==> src/rtl/instr_sram_sched.sv <==
// Instruction fetch/load scheduler for a single-port SRAM: 2-word fetches, loader writes, RR arbitration.
// Fetch resp at accept+4 (prefetch hit +1 with INSTR_PREFETCH_EN); write issues at accept+1; ready only in IDLE.
module instr_sram_sched #(
  parameter int ADDR_W = 9,
  parameter int DATA_W = 64
) (
  input  logic                CLK,
  input  logic                rst,
  input  logic                wr_valid,
  output logic                wr_ready,
  input  logic [ADDR_W-1:0]   wr_addr,
  input  logic [DATA_W-1:0]   wr_data,
  input  logic                fetch_valid,
  output logic                fetch_ready,
  input  logic [ADDR_W-2:0]   fetch_ptr,
  output logic                instr_valid,
  output logic [2*DATA_W-1:0] instr_data,
  output logic                sram_cen,
  output logic                sram_gwen,
  output logic [ADDR_W-1:0]   sram_a,
  output logic [DATA_W-1:0]   sram_d,
  input  logic [DATA_W-1:0]   sram_q
);

  localparam int PW = ADDR_W - 1;

  typedef enum logic [2:0] {IDLE, WR, RD_LO, RD_HI, RESP} state_t;

  state_t              state_q, state_d;
  logic                last_fetch_q, last_fetch_d;
  logic [PW-1:0]       rd_ptr_q, rd_ptr_d;
  logic [DATA_W-1:0]   lo_q, lo_d;
  logic                sram_cen_q, sram_cen_d;
  logic                sram_gwen_q, sram_gwen_d;
  logic [ADDR_W-1:0]   sram_a_q, sram_a_d;
  logic [DATA_W-1:0]   sram_d_q, sram_d_d;
  logic                instr_valid_q, instr_valid_d;
  logic [2*DATA_W-1:0] instr_data_q, instr_data_d;

`ifdef INSTR_PREFETCH_EN
  logic [2*DATA_W-1:0] pf_data_q, pf_data_d;
  logic [PW-1:0]       pf_ptr_q, pf_ptr_d;
  logic                pf_valid_q, pf_valid_d;
  logic                pf_pend_q, pf_pend_d;
  logic [PW-1:0]       pf_next_q, pf_next_d;
  logic                pf_rd_q, pf_rd_d;
  logic                pf_hit;
`endif

  logic idle;
  logic grant_wr;
  logic grant_fe;

  // On a tie the class that did not win last time is granted.
  assign idle     = (state_q == IDLE);
  assign grant_wr = idle & wr_valid & (~fetch_valid | last_fetch_q);
  assign grant_fe = idle & fetch_valid & (~wr_valid | ~last_fetch_q);

  assign wr_ready    = grant_wr;
  assign fetch_ready = grant_fe;
  assign instr_valid = instr_valid_q;
  assign instr_data  = instr_data_q;
  assign sram_cen    = sram_cen_q;
  assign sram_gwen   = sram_gwen_q;
  assign sram_a      = sram_a_q;
  assign sram_d      = sram_d_q;

`ifdef INSTR_PREFETCH_EN
  assign pf_hit = pf_valid_q & (fetch_ptr == pf_ptr_q);
`endif

  always_comb begin
    state_d       = state_q;
    last_fetch_d  = last_fetch_q;
    rd_ptr_d      = rd_ptr_q;
    lo_d          = lo_q;
    sram_cen_d    = 1'b1;
    sram_gwen_d   = 1'b1;
    sram_a_d      = sram_a_q;
    sram_d_d      = sram_d_q;
    instr_valid_d = 1'b0;
    instr_data_d  = instr_data_q;
`ifdef INSTR_PREFETCH_EN
    pf_data_d  = pf_data_q;
    pf_ptr_d   = pf_ptr_q;
    pf_valid_d = pf_valid_q;
    pf_pend_d  = pf_pend_q;
    pf_next_d  = pf_next_q;
    pf_rd_d    = pf_rd_q;
`endif
    case (state_q)
      IDLE: begin
        if (grant_wr) begin
          state_d      = WR;
          last_fetch_d = 1'b0;
          sram_cen_d   = 1'b0;
          sram_gwen_d  = 1'b0;
          sram_a_d     = wr_addr;
          sram_d_d     = wr_data;
`ifdef INSTR_PREFETCH_EN
          pf_pend_d = 1'b0;
          if (wr_addr[ADDR_W-1:1] == pf_ptr_q) pf_valid_d = 1'b0;
`endif
        end else if (grant_fe) begin
          last_fetch_d = 1'b1;
`ifdef INSTR_PREFETCH_EN
          if (pf_hit) begin
            instr_valid_d = 1'b1;
            instr_data_d  = pf_data_q;
            pf_pend_d     = 1'b1;
            pf_next_d     = fetch_ptr + 1'b1;
          end else begin
            state_d    = RD_LO;
            rd_ptr_d   = fetch_ptr;
            sram_cen_d = 1'b0;
            sram_a_d   = {fetch_ptr, 1'b0};
            pf_rd_d    = 1'b0;
            pf_pend_d  = 1'b0;
          end
`else
          state_d    = RD_LO;
          rd_ptr_d   = fetch_ptr;
          sram_cen_d = 1'b0;
          sram_a_d   = {fetch_ptr, 1'b0};
`endif
        end
`ifdef INSTR_PREFETCH_EN
        else if (pf_pend_q) begin
          // Buffer is invalid while being refilled; it revalidates in RESP.
          state_d    = RD_LO;
          rd_ptr_d   = pf_next_q;
          sram_cen_d = 1'b0;
          sram_a_d   = {pf_next_q, 1'b0};
          pf_rd_d    = 1'b1;
          pf_pend_d  = 1'b0;
          pf_valid_d = 1'b0;
          pf_ptr_d   = pf_next_q;
        end
`endif
      end
      WR: begin
        state_d = IDLE;
      end
      RD_LO: begin
        state_d    = RD_HI;
        sram_cen_d = 1'b0;
        sram_a_d   = {rd_ptr_q, 1'b1};
      end
      RD_HI: begin
        state_d = RESP;
        lo_d    = sram_q;
      end
      RESP: begin
        state_d = IDLE;
`ifdef INSTR_PREFETCH_EN
        if (pf_rd_q) begin
          pf_data_d  = {sram_q, lo_q};
          pf_valid_d = 1'b1;
        end else begin
          instr_valid_d = 1'b1;
          instr_data_d  = {sram_q, lo_q};
          pf_pend_d     = 1'b1;
          pf_next_d     = rd_ptr_q + 1'b1;
        end
`else
        instr_valid_d = 1'b1;
        instr_data_d  = {sram_q, lo_q};
`endif
      end
      default: begin
        state_d = IDLE;
      end
    endcase
  end

  always_ff @(posedge CLK) begin
    if (rst) begin
      state_q       <= IDLE;
      last_fetch_q  <= 1'b1;
      rd_ptr_q      <= '0;
      lo_q          <= '0;
      sram_cen_q    <= 1'b1;
      sram_gwen_q   <= 1'b1;
      sram_a_q      <= '0;
      sram_d_q      <= '0;
      instr_valid_q <= 1'b0;
      instr_data_q  <= '0;
`ifdef INSTR_PREFETCH_EN
      pf_data_q  <= '0;
      pf_ptr_q   <= '0;
      pf_valid_q <= 1'b0;
      pf_pend_q  <= 1'b0;
      pf_next_q  <= '0;
      pf_rd_q    <= 1'b0;
`endif
    end else begin
      state_q       <= state_d;
      last_fetch_q  <= last_fetch_d;
      rd_ptr_q      <= rd_ptr_d;
      lo_q          <= lo_d;
      sram_cen_q    <= sram_cen_d;
      sram_gwen_q   <= sram_gwen_d;
      sram_a_q      <= sram_a_d;
      sram_d_q      <= sram_d_d;
      instr_valid_q <= instr_valid_d;
      instr_data_q  <= instr_data_d;
`ifdef INSTR_PREFETCH_EN
      pf_data_q  <= pf_data_d;
      pf_ptr_q   <= pf_ptr_d;
      pf_valid_q <= pf_valid_d;
      pf_pend_q  <= pf_pend_d;
      pf_next_q  <= pf_next_d;
      pf_rd_q    <= pf_rd_d;
`endif
    end
  end

endmodule

==> config.mk <==
export PLATFORM = sky130hd
export DESIGN_NAME = instr_sram_sched
export DESIGN_NICKNAME = d
export VERILOG_FILES = /design/src/rtl/instr_sram_sched.sv
export SDC_FILE = /design/constraint.sdc
export NUM_CORES = 1
export LEC_CHECK = 0
export ABC_AREA = 1
export BUFFER_PORTS_ARGS = -buffer_cell sky130_fd_sc_hd__buf_2
export CAP_MARGIN = 20
export CORE_ASPECT_RATIO = 0.9
export CORE_MARGIN = 3
export CORE_UTILIZATION = 53
export DETAILED_ROUTE_END_ITERATION = 8
export GPL_TIMING_DRIVEN = 0
export PLACE_DENSITY = 0.82
export SYNTH_ARGS = -nofsm -noshare
export SYNTH_HDL_FRONTEND = slang
export SYNTH_SLANG_ARGS = --single-unit
==> constraint.sdc <==
create_clock -name CLK -period 2.8 [get_ports CLK]
set_clock_uncertainty 0.15 [all_clocks]
set_input_delay 0.28 -clock CLK [delete_from_list [all_inputs] [get_ports CLK]]
set_output_delay 0.28 -clock CLK [all_outputs]
set_load 0.02 [all_outputs]
# --- Word-level counts from Yosys, hierarchy flattened ---
# Cells that the tools add are included.
totals:
  register_bits: 280
  latchBits: 0
  ram_bits: 0
  romBits: 0
  in_bits: 149
  out_inout_bits: 206
  n_memories: 0
op_classes:
  add_sub_neg: 0
  multipliers: 0
  div: 0
  order_cmp: 0
  eq_ne: 4
  n_shift: 0
  n_mux: 13
  bitwise_logic: 11
  reduce_logical: 8
op_table:
  columns: ["op", "n"]
  rows:
  - ["9-bit 2-to-1 mux", 2]
  - ["9-bit one-hot mux with 2 select lines", 1]
  - ["3-bit one-hot mux with 3 select lines", 1]
  - ["3-bit by 2-bit == test with 1-bit output (second input constant)", 2]
  - ["1-bit 2-to-1 mux", 6]
  - ["3-bit 2-to-1 mux", 2]
  - ["2-bit AND reduction", 3]
  - ["1-bit NOT", 5]
  - ["1-bit bitwise AND", 4]
  - ["2-bit nonzero test", 2]
  - ["3-bit == test (second input constant)", 1]
  - ["3-bit logical NOT", 1]
  - ["3-bit != test (second input constant)", 1]
  - ["3-bit AND reduction", 1]
  - ["1-bit bitwise OR", 2]
  - ["1-bit one-hot mux with 2 select lines", 1]
  - ["2-bit OR reduction", 1]

# --- Logic depth before layout (Yosys ltp) ---
# Gate-level depths: netlist of run 1.
depth:
  word_depth: 6
  mapped_depth: 10
  depth_no_buf: 9

# --- Least setup slack after synthesis of run 1 ---
# OpenSTA, ideal clock, no wires.
synth_timing:
  kind: "register -> output"
  start: "reg state_q[1]"
  end: "out wr_ready"
  arrival_time_ps: 990
  required_ps: 2370
  setup_slack_ps: 1380
  path_stages_with_launch: 6
  path_cell_list: "dfxtp_1 > nor2_1 > nand2_2 > nor2_4 > buf_4 > buf_4"
synth_between:
  elab_chain_len: 3
synth_rtl:
  columns: ["element", "line_no", "source"]
  rows:
  - ["start, declared", "29", "state_t state_q, state_d;"]
  - ["start signal, assigned", "197", "state_q <= state_d;"]
  - ["3-bit logical NOT", "55", "assign idle = (state_q == IDLE);"]
  - ["1-bit bitwise AND (2 in a row)", "56", "assign grant_wr = idle & wr_valid & (~fetch_valid | last_fetch_q);"]
  - ["end, declared", "10", "output logic wr_ready,"]
# No other way between the ends.

# --- Final worst setup path of run 1 ---
layout_timing:
  start: "reg last_fetch_q"
  end: "out wr_ready"
layout_between:
  elab_chain_len: 2
layout_rtl:
  columns: ["element", "line_no", "source"]
  rows:
  - ["start, declared", "30", "logic last_fetch_q, last_fetch_d;"]
  - ["start signal, assigned", "198", "last_fetch_q <= last_fetch_d;"]
  - ["1-bit bitwise OR", "56", null]
  - ["1-bit bitwise AND", "56", null]
# No other way between the ends.

==> results of run 1 <==
what timing repair did:
| action | CTS | global route |
|---|---|---|
| endpoints found under the setup margin | 0 | 0 |
| setup buffers | 0 | 0 |
| endpoints found under the hold margin | 207 | 0 |
| hold buffers | 144 | 0 |
Yosys cell counts:
library cell  number
o21ai_1           35
a21boi_1           1
inv_2              5
buf_1              2
o211ai_1           1
nand3_1            4
dfxtp_1          280
a21oi_1            8
nor2_2             3
o21ai_0          234
clkinv_1           1
inv_1             11
nand2_2            2
buf_2             48
nor2_4             1
nand2_1           42
nor3_1             1
buf_4              5
nor2_1           554
clkbuf_1          33
path summary, 6_finish.rpt:
kind | to | slack (ns) | cells past startpoint
worst min-delay path | sram_a[6]$_SDFFE_PP0P_ | 0.07 | 7
worst max register to register | sram_a[1]$_SDFFE_PP0P_ | 0.68 | 10
worst max-delay path | wr_ready | 0.51 | 7
worst min register to register | sram_a[0]$_SDFFE_PP0P_ | 0.33 | 2
cell usage in the layout, fill, tap and decap left out, drive strengths merged:
cell and instances:
diode 5, nand2 44, inv 16, buf 409
o211ai 1, bufinv 3, dlygate4sd3 144, nand3 4
a21boi 1, o21ai 269, nor3 1, a21oi 8
nor2 558, clkinv 4, dfxtp 280, clkbuf 78
layout make-up:
class | instances | share of cell area, %
well taps | 240 | 2.10
multi-input cells | 886 | 26.0
flip-flops and latches | 280 | 39.3
clock inverters | 6 | 0.736
clock buffers | 45 | 6.06
diodes | 5 | 0.0876
repair buffers | 498 | 22.5
inverters | 17 | 0.447
plain buffers | 88 | 2.86
routing by layer:
layer,share of wire (%),up-vias,track usage (%)
met4,5.8,0,18.5
met3,8.0,166,7.38
met2,47,624,57.0
met1,39,5093,40.6
met5,0,-,0
li1,-,5125,-
kinds of logic after synthesis:
logic type,after synthesis,share of synthesized area [%]
and+or+nand+nor,607,23.6
DFF,280,57.3
AOI/OAI and AO/OA,279,14.3
buffers and inverters,105,4.83
registers in the layout, summed over array words and instances, names as in the netlist:
register,cells
instr_data,128
lo_q,64
sram_d,64
sram_a,9
rd_ptr_q,8
state_q,3
instr_valid,1
last_fetch_q,1
sram_cen,1
sram_gwen,1
worst reg2reg max path, cell delays in order, from the launching register on:
cell           delay, ns
dfxtp_1             0.33
inv_2               0.06
nand2_1             0.08
nor2_2              0.14
nand2_2             0.19
buf_2               0.25
nand2_1             0.07
nand2_1             0.04
nor2_1              0.09
nor2_1              0.05
dlygate4sd3_1       0.55
power by group through the flow:
stage          Sequential, mW  Clock [mW]  Combinational [mW]
2_1_floorplan            4.75           0               0.570
3_3_place_gp             4.48           0                1.35
3_5_place_dp             4.49           0                1.38
4_1_cts                  4.41        3.93                1.55
5_1_grt                  4.45        4.09                1.76
6_report                 4.43        3.92                1.63
stage by stage:
| step | setup WS (ns) | power, mW | hold slack (ns) | std cells |
|---|---|---|---|---|
| final | 0.515 | 9.98 | 0.0736 | 2065 |
| after global routing | 0.401 | 10.3 | 0.129 | 2064 |
| after CTS | 0.498 | 9.90 | 0.0260 | 2060 |
| after detailed placement | 0.740 | 5.87 | 0.311 | 1865 |
| after global placement | 0.793 | 5.84 | 0.297 | 1865 |
| after floorplan | 1.38 | 5.32 | 0.265 | 1271 |
==> impl_metrics.csv, run 1 <==
group,metric,value,unit
pwr,power_leakage,7.43,nW
hold_path,min_path_type,"in2reg",
setup_path,criticalPathCategory,"reg2out",
timing,period_share,81.6,%
cts,post_cts_resized,0,
die,die_width,149,um
cts,cts_tree,"built",
setup_path,crit_start,"last_fetch_q$_SDFFE_PP1P_",
place,gp_congestion,0.865,
cts,cts.sinks,280,
synth,ys_seq_elements,280,
layout,area_growth,46.0,%
place,placed_area,11900,sq um
cts,clk_latency,0.52,ns
synth,syn_area,9780,sq um
synth,synth_fp_nets,1420,
layout,multi_input_area,3710,sq um
setup_path,critPathMaxStageDelay,0.34,ns
die,initial_core_util,54.8,%
hold_path,min-delay-start,"wr_addr[6]",
pwr,ir_worst_vdd,0.496,mV
synth,yosys-top-cells-area,"dfxtp_1 (57%), nor2_1 (21%), o21ai_0 (12%), buf_2 (2.5%), o21ai_1 (1.8%)",
pwr,internal-power,7.24,mW
synth,synth-warning-count,0,
setup_path,worstPathCellList,"inv_2 > nand2_1 > nand2_1 > nor2_4 > buf_4 > buf_4 > buf_2",
layout,register_area,5610,sq um
setup_path,cpLargestDelayFamily,"buffers and inverters",
cts,cts-buffers-inserted,28,
pwr,p_switching,2.73,mW
pwr,pwr-share-clk,39.3,%
die,io_pins,355,
grt,grt_use_total,33.9,%
grt,antenna_found_initial,4,
synth,ys_seq_area_share,57.3,%
cts,clk_pin_slew,0.07,ns
place,io_buffers,354,
routing,wl_per_cell,17.3,um
setup_path,critPathCaptureType,"primary output",
grt,overflow,0,
timing,hold_viol,0,
grt,grt_max_degree,14,
pwr,power_frac_seq,44.4,%
routing,firstDrtPassIters,7,
layout,final_util,80.0,%
setup_path,crit_required,2.37,ns
setup_path,r2r_start,"state_q[0]$_SDFFE_PP0P_",
timing,tightest_slew,0.655,ns
timing,slew_headroom,56.3,%
synth,yosysTopAreaCell,"dfxtp_1",
timing,tns,0,ns
pwr,swShare,27.4,%
routing,drtIter0Drc,780,
setup_path,cp-start-kind,"flip-flop",
routing,drt.antenna.violating_nets,0,
die,die-area,20100,sq um
die,die_h,135,um
layout,layout.nets,1948,
timing,setup_viol,0,
cts,cts_buffer_depth,3,
synth,synth_cells,1271,
setup_path,worstPathMaxFanout,10,
layout,fill_cells,1111,
layout,final_area,14300,sq um
timing,min_period,2.29,ns
die,rows,46,
grt,first_global_vias,10900,
layout,layout-drive-gt1-share,25.3,%
pwr,combPwrFrac,16.3,%
run_status,status,"complete, no violations",
setup_path,cp_slowest_cell,"dfxtp_1",
synth,yosysTopAreaCellShare,57.3,%
pwr,powerDensity,699,nW/um^2
synth,synth_cell_types,20,
timing,rsz0062_at_grt,"no",
routing,viasPerCell,5.33,
synth,post_synth.cell_area_avg,7.70,sq um
die,core-area,17800,sq um
grt,grt_pass1_wl,55400,um
timing,fmax,438,MHz
routing,drc,0,
setup_path,crit_buf_inv,4,
routing,vias,11000,
setup_path,cp_data_arrival_time,1.86,ns
timing,slew_violations,0,
place,dpl.hpwl,21500,um
flow_run,max-cap-violations,0,
cts,clock_tree.root_cell,"clkbuf_16",
routing,finalWirelength,35700,um
cts,htree_levels,1,
Power figures use the tool's default switching activity.
==> run 2: changes to the inputs <==
--- a/config.mk
+++ b/config.mk
@@ -10,10 +10,10 @@
 export CAP_MARGIN = 20
 export CORE_ASPECT_RATIO = 0.9
 export CORE_MARGIN = 3
-export CORE_UTILIZATION = 53
+export CORE_UTILIZATION = 44
 export DETAILED_ROUTE_END_ITERATION = 8
 export GPL_TIMING_DRIVEN = 0
-export PLACE_DENSITY = 0.82
+export PLACE_DENSITY = 0.72
 export SYNTH_ARGS = -nofsm -noshare
 export SYNTH_HDL_FRONTEND = slang
 export SYNTH_SLANG_ARGS = --single-unit
==> constraint.sdc (replaced) <==
create_clock -name CLK -period 2.1 [get_ports CLK]
set_clock_uncertainty 0.15 [all_clocks]
set_input_delay 0.21 -clock CLK [delete_from_list [all_inputs] [get_ports CLK]]
set_output_delay 0.21 -clock CLK [all_outputs]
set_load 0.02 [all_outputs]
==> impl_metrics.csv, run 2 (synthesized netlist as in run 1, its figures left out) <==
group,metric,value,unit
flow_run,max-cap-violations,0,
setup_path,reg2reg_slack,0.35,ns
timing,period_share,95.3,%
setup_path,cp-start-kind,"input port",
layout,final_area,14300,sq um
cts,cts_buffer_depth,3,
routing,drc,0,
cts,clk_pin_slew,0.06,ns
grt,first_global_vias,10300,
layout,largest_register_ffs,128,
grt,top_usage_layer,"met2",
place,placed_area,11900,sq um
cts,clock_tree.root_cell,"clkbuf_16",
cts,cts_tree,"built",
layout,layout_common_cells,"nor2_1 (554), buf_2 (401), dfxtp_1 (280), o21ai_0 (234), dlygate4sd3_1 (148)",
grt,use_met3,5.10,%
run_status,status,"complete, no violations",
place,post-place-ws,0.0703,ns
pwr,powerDensity,904,nW/um^2
timing,fmax,500,MHz
timing,rsz0062_at_grt,"no",
timing,slew_headroom,60.2,%
setup_path,critPathMaxStageDelay,0.56,ns
place,io_buffers,354,
place,gp_congestion,0.861,
timing,tightest_slew,0.597,ns
setup_path,critPathCaptureType,"primary output",
timing,tns,0,ns
hold_path,min_path_type,"in2reg",
routing,finalWirelength,33500,um
timing,hold_viol,0,
cts,htree_levels,1,
routing,wl_per_cell,15.8,um
cts,clk_latency,0.54,ns
grt,grt_max_degree,20,
die,die_width,163,um
die,core-area,21800,sq um
cts,cts-buffers-inserted,29,
pwr,ir_worst_vdd,0.703,mV
timing,setup_viol,0,
setup_path,cp_slowest_cell,"dlygate4sd3_1",
setup_path,cp_data_arrival_time,1.64,ns
timing,min_period,2.00,ns
grt,overflow,0,
setup_path,worstPathCellList,"dlygate4sd3_1 > buf_2 > nand2_1 > nand2_1 > nor2_4 > buf_4 > buf_2",
place,numPlacedInstances,1916,
die,die-area,24100,sq um
grt,grt_use_total,26.6,%
routing,viasPerCell,4.99,
place,dpl.hpwl,21700,um
grt,use_met1,34.2,%
routing,drtIter0Drc,707,
cts,cts.sinks,280,
die,io_pins,355,
die,die_h,147,um
routing,vias,10600,
setup_path,worstPathMaxFanout,10,
die,initial_core_util,45.0,%
layout,final_common_cell,"nor2_1",
routing,firstDrtPassIters,8,
layout,stdcell_count,2118,
grt,antenna_found_initial,0,
layout,area_growth,46.5,%
layout,layout.nets,1953,
grt,use_met2,43.5,%
grt,grt_pass1_wl,52700,um
timing,worst_slack,0.0982,ns
timing,slew_violations,0,
layout,layout-drive-gt1-share,25.5,%
die,rows,51,
setup_path,crit_required,1.74,ns
setup_path,criticalPathCategory,"in2out",
pwr,power_leakage,7.43,nW
routing,drt.antenna.violating_nets,0,
-- run 2: changes by cell type in the layout (fill, tap and decap cells not counted), moves of 3 or more --
| cell | before | now |
|---|---|---|
| clkbuf_1 | 41 | 36 |
| clkbuf_8 | 8 | 5 |
| clkinv_2 | 3 | 9 |
| dlygate4sd3_1 | 144 | 148 |
-- run 2: critical path, delay by kind of cell --
family / cells / cell delay [ns]
buffers and inverters: 4 / 1.08
and+or+nand+nor: 3 / 0.35
-- run 2: path summary, 6_finish.rpt --
| kind | from | to | cells past startpoint |
|---|---|---|---|
| max | wr_valid | fetch_ready | 7 |
| min | wr_data[9] | sram_d[9]$_SDFFE_PP0P_ | 4 |
| max reg2reg | state_q[2]$_SDFFE_PP0P_ | sram_a[3]$_SDFFE_PP0P_ | 8 |
| min reg2reg | lo_q[47]$_SDFFE_PP0P_ | instr_data[47]$_SDFFE_PP0P_ | 2 |
-- run 2: layout make-up --
class                           count  area [sq um]
Fill cell                        1775          7430
Sequential cell                   280          5610
Multi-Input combinational cell    886          3710
Timing Repair Buffer              503          3260
Clock buffer                       39           813
Buffer                             87           414
Tap cell                          291           364
Clock inverter                     12          92.6
Inverter                           17          63.8
Antenna cell                        3          7.51
-- run 2: what timing repair did --
item                       in CTS  in global routing
pin swaps                       0                  1
hold endpoints to repair      210                  0
setup buffers                   0                  1
cloned                          0                  0
gates resized for setup         2                  6
hold buffers                  148                  0
setup endpoints to repair       2                105
-- run 2: stage by stage --
| step | util (%) | total power [mW] | hold WS, ns |
|---|---|---|---|
| 3_5_place_dp | 54.8 | 7.84 | 0.289 |
| 3_3_place_gp | 54.8 | 7.80 | 0.282 |
| 2_1_floorplan | - | 7.09 | 0.195 |
| 4_1_cts | 65.7 | 12.9 | 0.260 |
| 6_report | 65.9 | 13.0 | 0.290 |
| 5_1_grt | 65.8 | 13.5 | 0.287 |
-- run 2: routing by layer --
metal	part of all wire, %	up-vias	wire length, um
met5	0	-	0
met4	4.9	0	1640
met3	6.5	127	2180
met2	46	446	15400
met1	43	4875	14300
li1	-	5120	-
-- run 2: power by group --
| part | switching, mW | internal [mW] | total (mW) | leakage [nW] |
|---|---|---|---|---|
| Combinational | 1.35 | 0.788 | 2.14 | 4.70 |
| Sequential | 0.191 | 5.70 | 5.89 | 2.28 |
| Clock | 2.10 | 2.83 | 4.93 | 0.457 |
| Total | 3.64 | 9.32 | 13.0 | 7.43 |
==> run 3: changes to the inputs <==
--- a/config.mk
+++ b/config.mk
@@ -11,9 +11,11 @@
 export CORE_ASPECT_RATIO = 0.9
 export CORE_MARGIN = 3
 export CORE_UTILIZATION = 44
+export CTS_CLUSTER_DIAMETER = 30
 export DETAILED_ROUTE_END_ITERATION = 8
 export GPL_TIMING_DRIVEN = 0
 export PLACE_DENSITY = 0.72
+export RECOVER_POWER = 100
 export SYNTH_ARGS = -nofsm -noshare
 export SYNTH_HDL_FRONTEND = slang
 export SYNTH_SLANG_ARGS = --single-unit
==> impl_metrics.csv, run 3 (synthesized netlist as in run 1, its figures left out) <==
group,metric,value,unit
flow_run,max-cap-violations,0,
layout,register_area,5610,sq um
routing,firstDrtPassIters,5,
layout,fill_cells,1799,
routing,vias,10600,
grt,antenna_found_initial,1,
setup_path,critPathCaptureType,"primary output",
routing,wl_per_cell,15.9,um
grt,first_global_vias,10600,
cts,cts_tree,"built",
grt,use_met2,45.0,%
setup_path,criticalPathCategory,"reg2out",
pwr,ir_worst_vdd,0.671,mV
routing,drc,0,
cts,clock_tree.root_cell,"clkbuf_16",
pwr,power_leakage,6.94,nW
timing,tightest_slew,0.620,ns
die,rows,51,
grt,use_met3,6.30,%
cts,cts.sinks,280,
cts,htree_levels,2,
hold_path,min-delay-start,"wr_valid",
setup_path,r2r_start,"state_q[1]$_SDFFE_PP0P_",
timing,period_share,94.5,%
timing,slew_headroom,58.7,%
cts,clk_latency,0.52,ns
die,die-area,24100,sq um
cts,cts-buffers-inserted,49,
routing,drt.antenna.violating_nets,0,
die,die_width,163,um
grt,top_usage_layer,"met2",
pwr,powerDensity,1080,nW/um^2
setup_path,worstPathMaxFanout,19,
grt,grt_max_degree,20,
hold_path,min_path_type,"in2reg",
setup_path,cp-start-kind,"flip-flop",
place,gp_congestion,0.861,
layout,multi_input_area,3710,sq um
timing,rsz0062_at_grt,"no",
timing,setup_viol,0,
timing,hold_viol,0,
place,dpl.hpwl,21700,um
place,io_buffers,354,
die,io_pins,355,
run_status,status,"complete, no violations",
die,initial_core_util,45.0,%
routing,drtIter0Drc,780,
grt,grt_pass1_wl,53700,um
routing,finalWirelength,34300,um
setup_path,cp_data_arrival_time,1.62,ns
layout,final_common_cell,"nor2_1",
grt,use_met1,34.1,%
place,numPlacedInstances,1916,
layout,layout-drive-gt1-share,15.8,%
timing,slew_violations,0,
grt,overflow,0,
layout,stdcell_count,2157,
layout,largest_register_ffs,128,
layout,area_growth,52.0,%
die,core-area,21800,sq um
setup_path,crit_required,1.74,ns
layout,layout.nets,1972,
cts,clk_pin_slew,0.05,ns
die,die_h,147,um
setup_path,crit_start,"last_fetch_q$_SDFFE_PP1P_",
cts,cts_buffer_depth,3,
timing,min_period,1.98,ns
timing,fmax,504,MHz
layout,layout_common_cells,"nor2_1 (555), dfxtp_1 (280), o21ai_0 (266), clkbuf_1 (244), buf_2 (181)",
routing,viasPerCell,4.93,
grt,grt_use_total,27.2,%
timing,tns,0,ns
run 3: cell count changes in the layout (fill, tap and decap cells not counted), moves of 13 or more:
cell,before,now
clkbuf_1,36,244
buf_2,401,181
clkbuf_2,2,15
o21ai_1,35,3
clkbuf_16,29,51
o21ai_0,234,266
run 3: through the flow:
step	worst slack [ns]	instance area (sq um)	utilization [%]	power [mW]	hold WS, ns
after detailed placement	0.0703	11900	54.8	7.84	0.289
after floorplan	0.737	9780	-	7.09	0.195
final	0.116	14900	68.4	16.1	0.0308
after global placement	0.101	11900	54.8	7.80	0.282
after global routing	0.0103	14900	68.3	16.6	0.0408
after CTS	0.0151	15100	69.5	16.1	0.00838
run 3: layer usage:
layer	vias up	share of wire (%)	wire [um]
li1	5176	-	-
met1	4901	42	14500
met2	450	46	16000
met3	115	6.8	2320
met4	0	4.4	1520
met5	-	0	0
run 3: area by class of cell:
cell class | count | share of cell area (%)
flip-flops and latches | 280 | 37.7
multi-input cells | 886 | 24.9
repair buffers | 502 | 20.1
clock buffers | 67 | 9.72
plain buffers | 87 | 2.77
well taps | 291 | 2.45
clock inverters | 24 | 1.88
inverters | 17 | 0.429
diodes | 3 | 0.0505
run 3: critical path, cell delays in order, from the launching register on:
cell and delay (ns):
dfxtp_1 0.35, inv_2 0.05, nand2_1 0.05, nand2_1 0.11
nor2_4 0.16, buf_8 0.18, clkbuf_2 0.19
run 3: timing repair:
action | 4_1_cts | 5_1_grt
hold buffers | 147 | 0
endpoints found under the setup margin | 2 | 109
pin swaps | 0 | 1
buffers inserted | 0 | 1
gates resized for setup | 2 | 8
endpoints found under the hold margin | 210 | 0
gates cloned | 0 | 0
run 3: where the power goes:
| part | internal [mW] | total [mW] | switching (mW) |
|---|---|---|---|
| Sequential | 5.71 | 5.92 | 0.203 |
| Clock | 5.42 | 8.10 | 2.67 |
| Combinational | 0.699 | 2.05 | 1.35 |
run 3: final timing paths:
path	end	slack (ns)	cells past startpoint
setup / recovery	wr_ready	0.12	6
hold / removal	state_q[1]$_SDFFE_PP0P_	0.03	4
setup reg to reg	lo_q[20]$_SDFFE_PP0P_	0.19	6
hold reg to reg	instr_data[56]$_SDFFE_PP0P_	0.32	2
